[src/rtl/ctrl_ramdrv_sched.sv]
// Tap-address sequencer for one filter pass: loads the vector length into the header bank,
// reads the head offset, walks the circular buffer backwards under a ready handshake, then advances the head.
module ctrl_ramdrv_sched #(
  parameter int DATA_OFFSET_WIDTH  = 10,
  parameter int VECTOR_INDEX_WIDTH = 4,
  parameter int ADDR_WIDTH         = 14
) (
  input  logic                          clk,
  input  logic                          rst,
  input  logic                          start,
  input  logic [VECTOR_INDEX_WIDTH-1:0] vec_index,
  input  logic [DATA_OFFSET_WIDTH-1:0]  vec_length,
  input  logic [ADDR_WIDTH-1:0]         vec_base,
  output logic                          hdr_init,
  output logic                          hdr_head_inc,
  output logic                          hdr_read_reg,
  output logic [VECTOR_INDEX_WIDTH-1:0] hdr_index,
  output logic [DATA_OFFSET_WIDTH-1:0]  hdr_length,
  input  logic [DATA_OFFSET_WIDTH-1:0]  hdr_head_offset,
  output logic [ADDR_WIDTH-1:0]         ram_addr,
  output logic                          ram_valid,
  input  logic                          ram_ready,
  output logic                          tap_first,
  output logic                          tap_last,
  output logic                          busy,
  output logic                          done
);

  typedef enum logic [2:0] {
    IDLE, LOAD_LEN, READ_HEAD, ISSUE, INC_HEAD, DONE
  } state_t;

  state_t                       state;
  logic [ADDR_WIDTH-1:0]        base_reg;
  logic [DATA_OFFSET_WIDTH-1:0] ptr_reg;
  logic [DATA_OFFSET_WIDTH-1:0] tap_cnt_reg;
  logic [DATA_OFFSET_WIDTH-1:0] ptr_next;
  logic [DATA_OFFSET_WIDTH-1:0] tap_cnt_next;

  // Walking backwards: offset 0 wraps to the last valid offset of the buffer.
  always_comb begin
    ptr_next     = (ptr_reg == '0) ? hdr_length : ptr_reg - 1'b1;
    tap_cnt_next = tap_cnt_reg + 1'b1;
  end

  always_ff @(posedge clk) begin
    if (rst) begin
      state        <= IDLE;
      base_reg     <= '0;
      ptr_reg      <= '0;
      tap_cnt_reg  <= '0;
      hdr_init     <= 1'b0;
      hdr_head_inc <= 1'b0;
      hdr_read_reg <= 1'b0;
      hdr_index    <= '0;
      hdr_length   <= '0;
      ram_addr     <= '0;
      ram_valid    <= 1'b0;
      tap_first    <= 1'b0;
      tap_last     <= 1'b0;
      busy         <= 1'b0;
      done         <= 1'b0;
    end else begin
      case (state)
        IDLE: begin
          if (start) begin
            hdr_index  <= vec_index;
            hdr_length <= vec_length;
            base_reg   <= vec_base;
            hdr_init   <= 1'b1;
            busy       <= 1'b1;
            state      <= LOAD_LEN;
          end
        end
        LOAD_LEN: begin
          hdr_init     <= 1'b0;
          hdr_read_reg <= 1'b1;
          state        <= READ_HEAD;
        end
        READ_HEAD: begin
          // The head offset is only driven during this cycle, so the first address is built from it directly.
          hdr_read_reg <= 1'b0;
          ptr_reg      <= hdr_head_offset;
          tap_cnt_reg  <= '0;
          ram_valid    <= 1'b1;
          ram_addr     <= base_reg + ADDR_WIDTH'(hdr_head_offset);
          tap_first    <= 1'b1;
          tap_last     <= (hdr_length == '0);
          state        <= ISSUE;
        end
        ISSUE: begin
          if (ram_ready) begin
            ptr_reg     <= ptr_next;
            tap_cnt_reg <= tap_cnt_next;
            tap_first   <= 1'b0;
            if (tap_last) begin
              ram_valid    <= 1'b0;
              ram_addr     <= '0;
              tap_last     <= 1'b0;
              hdr_head_inc <= 1'b1;
              state        <= INC_HEAD;
            end else begin
              ram_addr <= base_reg + ADDR_WIDTH'(ptr_next);
              tap_last <= (tap_cnt_next == hdr_length);
            end
          end
        end
        INC_HEAD: begin
          hdr_head_inc <= 1'b0;
          done         <= 1'b1;
          state        <= DONE;
        end
        DONE: begin
          done  <= 1'b0;
          busy  <= 1'b0;
          state <= IDLE;
        end
        default: state <= IDLE;
      endcase
    end
  end

endmodule

[config.mk]
export PLATFORM = sky130hd
export DESIGN_NAME = ctrl_ramdrv_sched
export DESIGN_NICKNAME = d
export VERILOG_FILES = /design/src/rtl/ctrl_ramdrv_sched.sv
export SDC_FILE = /design/constraint.sdc
export NUM_CORES = 1
export LEC_CHECK = 0
export BUFFER_PORTS_ARGS = -buffer_cell sky130_fd_sc_hd__buf_2
export CAP_MARGIN = 10
export CORE_MARGIN = 2
export CORE_UTILIZATION = 50
export DETAILED_ROUTE_END_ITERATION = 10
export PLACE_DENSITY = 0.75
export SLEW_MARGIN = 30
export SYNTH_ARGS = -nofsm -noshare
export SYNTH_HDL_FRONTEND = slang
export SYNTH_SLANG_ARGS = --single-unit
[constraint.sdc]
create_clock -name clk -period 2.7 [get_ports clk]
set_input_delay 0.135 -clock clk [delete_from_list [all_inputs] [get_ports clk]]
set_output_delay 0.135 -clock clk [all_outputs]
set_load 0.01 [all_outputs]
==> results of run 1 <==
[per-stage QoR]
step           cells  worst slack (ps)
2_1_floorplan    592             -15.7
3_3_place_gp     815              -194
3_5_place_dp     815              -296
4_1_cts          840              -111
5_1_grt          843              -305
6_report         843              -174
[area by class of cell]
type | count | area [um2]
Clock buffer | 9 | 124
Clock inverter | 7 | 100
Fill cell | 717 | 2740
Inverter | 14 | 52.6
Multi-Input combinational cell | 475 | 3090
Sequential cell | 73 | 1470
Tap cell | 108 | 135
Timing Repair Buffer | 157 | 1020
[per-layer routing]
metal / vias to the layer above / part of all wire (%) / track usage, %
met3: 39 / 7.5 / 4.18
li1: 2381 / - / -
met5: - / 0 / 0
met4: 0 / 3.3 / 13.3
met1: 2295 / 41 / 39.2
met2: 233 / 48 / 49.1
[logic make-up after synthesis]
family                     after synthesis  synth area share (%)
and+or+nand+nor                        238                  24.4
AOI/OAI and AO/OA                      170                  23.3
DFF                                     73                  32.4
buffers and inverters                   44                  4.13
xor gates and xnor gates                37                  7.18
adders and majority gates               26                  7.54
muxes                                    4                 0.998
[repair_timing]
action	in CTS	in global routing
hold buffers	3	2
pin swaps	17	13
gates resized for setup	16	23
buffers inserted	6	1
cloned	0	0
endpoints found under the hold margin	3	2
setup endpoints to repair	10	10
[synthesized netlist by cell type, types with 5 or more instances]
library cell	count	area [um2]
clkbuf_1	16	60.1
o21ai_0	24	120
dfxtp_1	73	1460
a211oi_1	9	67.6
nand3b_1	6	45.0
a221oi_1	8	70.1
nor2_1	62	233
buf_2	10	50.1
o221ai_1	7	61.3
xor2_1	12	105
nor4_1	5	31.3
nor3_1	21	105
inv_1	14	52.6
and3_1	11	68.8
nand2b_1	5	31.3
a21oi_1	79	395
a21o_1	8	60.1
nand3_1	10	50.1
or2_2	5	31.3
xnor2_1	25	219
nand2_1	92	345
ha_1	24	300
[power groups by stage]
stage | clock [mW] | combinational [mW] | sequential (mW)
after floorplan | 0 | 0.791 | 1.26
after global placement | 0 | 1.34 | 1.26
after detailed placement | 0 | 1.37 | 1.26
after CTS | 1.00 | 1.49 | 1.24
after global routing | 1.05 | 1.79 | 1.25
final | 1.00 | 1.65 | 1.24
[worst reg2reg max path, cell delays in order (launching register included)]
cell,delay [ps]
dfxtp_2,330
nor4_4,320
buf_4,180
nand2_2,50
or3_1,320
mux2_4,330
ha_4,230
a21o_1,200
a21o_1,190
a221oi_2,210
mux2i_1,270
a211oi_2,50
a21oi_1,130
[worst paths after layout]
check	endpoint	slack, ps	depth (start not counted)
setup reg to reg	ram_addr[13]	-170	12
hold / removal	base_reg[8]	5	3
hold reg to reg	hdr_index[2]	470	2
setup / recovery	ram_addr[13]	-170	12
==> flow_summary.toml, run 1 <==
[status]
status = "finished with violations"
violations = "setup timing"

[power_and_ir_drop]
power_density_nw_per_um2 = 651
p_int_mw = 2.48
pwr-share-clk_pct = 25.7
irDropWorstVdd_v = 0.000416
p_sw_share_pct = 36.4
combPwrFrac_pct = 42.4
leakage_nw = 2.61
p_sw_mw = 1.42
p_total_mw = 3.90
seqPwrFrac_pct = 31.9

[setup_path]
critPathMaxFanout = 3
crit_slowest_cell = "dfxtp_2"
arrival_ps = 3160
path_class = "reg2reg"
worstReg2RegStart = "ptr_reg[5]"
cp_cell_sequence = "nor4_4, buf_4, nand2_2, or3_1, mux2_4, ha_4, a21o_1, a21o_1, a221oi_2, mux2i_1, a211oi_2, a21oi_1"
startpoint = "ptr_reg[5]"
max_stage_delay_ps = 330
path_delay_family = "compound AO/OA/AOI/OAI gates"
cp-start-kind = "flop"
crit_path_frequent_cell = "a21o_1"
crit_buf_inv = 1
end_kind = "flop"
cp.required_ps = 2990

[clocking]
tritoncts = "built"
cts_buffers = 9
clock-sinks = 73
cts_buffer_depth = 2
insertion_delay_ps = 370
clk_pin_slew_ps = 80
cts-htree-levels = 3
cts_root_buf = "clkbuf_8"

[detailed_routing]
final_antenna_net_count = 0
avgRoutedWirePerCell_um = 17.5
wirelength_um = 14800
drc = 0
detail_route.iter0.violations = 504
first_pass_iters = 5
num_vias = 4948
vias_per_cell = 5.87

[flow_run]
cap_violations = 0

[logic_synthesis]
ys_warn_count = 0
syn_inst = 592
ys_async_sr_fraction_pct = 0
ys_seq_elements = 73
syn-cell-area_um2 = 4510
synth_fp_nets = 660
syn_avg_cell_area_um2 = 7.62
ys_types = 57
synth_ff_type = "dfxtp_1"
ys_seq_area_share_pct = 32.4
synth-edff-count = 0

[grt]
grt_pass1_wl_um = 23000
antenna_found_initial = 0
grt_overflow = 0
grt_start_max_net_pins = 38
grt_use_total_pct = 29.9
grt_pass1_vias = 4611

[final_layout]
finalInstanceArea_um2 = 5980
layout_common_cells = "nand2_1, buf_2, a21oi_1"
synthToLayoutAreaGrowth_pct = 32.6
post-route-util_pct = 68.6
layout.cells.most_common = "nand2_1"
num_antenna_cells = 0
layout-drive-gt1-share_pct = 28.8
nNetsFinal = 798

[sta]
finalClockSkew_ps = 15.4
slew_viol_final = 0
fin_crit_ps = 2870
tightest_slew_ps = 650
final-setup-viol-count = 7
max_freq_ghz = 0.348
rsz0062_at_grt = "yes"
finalHoldViolations = 0
setup_ws_ps = -174
min_period_over_period_pct = 106
whs_ps = 5.30
finalSetupTns_ps = -586
slew-limit-headroom_pct = 55.5

[place]
hpwl_um = 10600
place_area_um2 = 5450
io_buffers = 77
gp_congestion = 0.993

[die]
start_util_pct = 51.7
die_y_um = 99.0
die_w_um = 99.0
rows = 34
die_area_um2 = 9800
core_area_um2 = 8720
ios = 78

[hold_path]
min_from = "vec_base[8]"
hp-class = "in2reg"
No activity file was read; power rests on OpenSTA's default activity.
==> inputs of run 2 (changes only) <==
--- a/config.mk
+++ b/config.mk
@@ -10,7 +10,7 @@
 export CORE_MARGIN = 2
 export CORE_UTILIZATION = 50
 export DETAILED_ROUTE_END_ITERATION = 10
-export PLACE_DENSITY = 0.75
+export PLACE_DENSITY = 0.72
 export SLEW_MARGIN = 30
 export SYNTH_ARGS = -nofsm -noshare
 export SYNTH_HDL_FRONTEND = slang
==> constraint.sdc (replaced) <==
create_clock -name clk -period 3.7 [get_ports clk]
set_input_delay 0.185 -clock clk [delete_from_list [all_inputs] [get_ports clk]]
set_output_delay 0.185 -clock clk [all_outputs]
set_load 0.01 [all_outputs]
==> flow_summary.toml, run 2 (synthesis results as in run 1) <==
[sta]
whs_ps = 71.6
finalSetupTns_ps = 0
min_period_over_period_pct = 89.9
max_freq_ghz = 0.301
slew-limit-headroom_pct = 55.9
finalClockSkew_ps = 10.9
finalHoldViolations = 0
rsz0062_at_grt = "no"
slew_viol_final = 0
tightest_slew_ps = 645
final-setup-viol-count = 0
fin_crit_ps = 3330

[grt]
grt_pass1_vias = 4191
grt_start_max_net_pins = 43
grt_use_total_pct = 25.6
grt_pass1_wl_um = 20300
grt_overflow = 0
antenna_found_initial = 0

[place]
place_area_um2 = 4960
gp_congestion = 0.919
io_buffers = 77
placed_cells = 755
hpwl_um = 9210

[setup_path]
cp-start-kind = "flop"
cp_cell_sequence = "nor4_1, nand3_2, nor2_1, a21oi_1, ha_1, fa_1, a21o_1, a31oi_1, o21ai_0, and3_1, a211oi_1, a211oi_1"
arrival_ps = 3540
path_class = "reg2reg"
crit_slowest_cell = "nor4_1"
end_kind = "flop"
crit_path_frequent_cell = "a211oi_1"
cp.required_ps = 3910
critPathMaxFanout = 12
max_stage_delay_ps = 510

[detailed_routing]
detail_route.iter0.violations = 270
first_pass_iters = 4
drc = 0
wirelength_um = 12400
final_antenna_net_count = 0
num_vias = 4452
vias_per_cell = 5.77
avgRoutedWirePerCell_um = 16.1

[clocking]
cts_buffer_depth = 2
cts_setup_buffers = 0
insertion_delay_ps = 350
cts_root_buf = "clkbuf_8"
cts_resized = 0
cts-htree-levels = 3
clk_pin_slew_ps = 80
cts_buffers = 9
clock-sinks = 73
tritoncts = "built"
ctsHoldBuffers = 0

[final_layout]
finalInstanceArea_um2 = 5140
post-route-util_pct = 58.9
instances_no_fill = 771
num_antenna_cells = 0
layout.cells.most_common = "nand2_1"
synthToLayoutAreaGrowth_pct = 13.9
nNetsFinal = 726
layout_common_cells = "nand2_1, a21oi_1, buf_2"
layout-drive-gt1-share_pct = 17.3
nFillCells = 834

[die]
core_area_um2 = 8720
die_area_um2 = 9800
die_y_um = 99.0
die_w_um = 99.0
start_util_pct = 51.7
rows = 34
ios = 78

[power_and_ir_drop]
leakage_nw = 2.20
irDropWorstVdd_v = 0.000230
power_density_nw_per_um2 = 440

[hold_path]
hp-class = "in2reg"

[flow_run]
cap_violations = 0

[status]
status = "complete, no violations"
[run 2: changes by cell type in the layout (fill, tap and decap cells not counted), sizes merged]
cell         previous run  this run
dlygate4sd3             5         0
clkbuf                  9        10
bufinv                  2         0
clkinvlp                0         2
clkinv                  3         2
buf                   152        85
[run 2: per-stage QoR]
| stage | setup slack (ps) | power, mW |
|---|---|---|
| after floorplan | 762 | 1.48 |
| after global placement | 385 | 1.68 |
| after detailed placement | 299 | 1.69 |
| after CTS | 243 | 2.26 |
| after global routing | 80.7 | 2.40 |
| final | 375 | 2.26 |
[run 2: worst max-delay path: cells and delay by family, from the launching register on]
family                     cells  cell delay [ps]
AOI/OAI and AO/OA              6              990
adders and majority gates      2              680
DFF                            1              360
and+or+nand+nor                4             1190
[run 2: path summary, 6_finish.rpt]
check           startpoint       endpoint  slack [ps]  depth (start not counted)
min          vec_length[4]  hdr_length[4]          70                          3
max reg2reg     ptr_reg[6]    ram_addr[8]         370                         12
max             ptr_reg[6]    ram_addr[8]         370                         12
min reg2reg   hdr_index[2]   hdr_index[2]         460                          2
[run 2: per-layer routing]
metal,vias to the layer above,share of wire [%],GRT usage [%]
met5,-,0,0
met4,0,2.2,8.22
met3,24,5.3,3.40
met2,135,46,41.8
met1,2042,47,35.3
li1,2251,-,-
[run 2: area by class of cell]
cell class                      instances  area (um2)  share of cell area (%)
Tap cell                              108         135                    2.63
Clock buffer                           10         128                    2.48
Inverter                               14        52.6                    1.02
Clock inverter                          6        42.5                   0.828
Sequential cell                        73        1460                    28.4
Timing Repair Buffer                   85         445                    8.67
Multi-Input combinational cell        475        2870                    55.9
[run 2: power by group]
part	switching, mW	total [mW]	internal (mW)
Sequential	0.0679	0.910	0.842
Combinational	0.466	0.782	0.316
Clock	0.320	0.566	0.246
Total	0.854	2.26	1.40
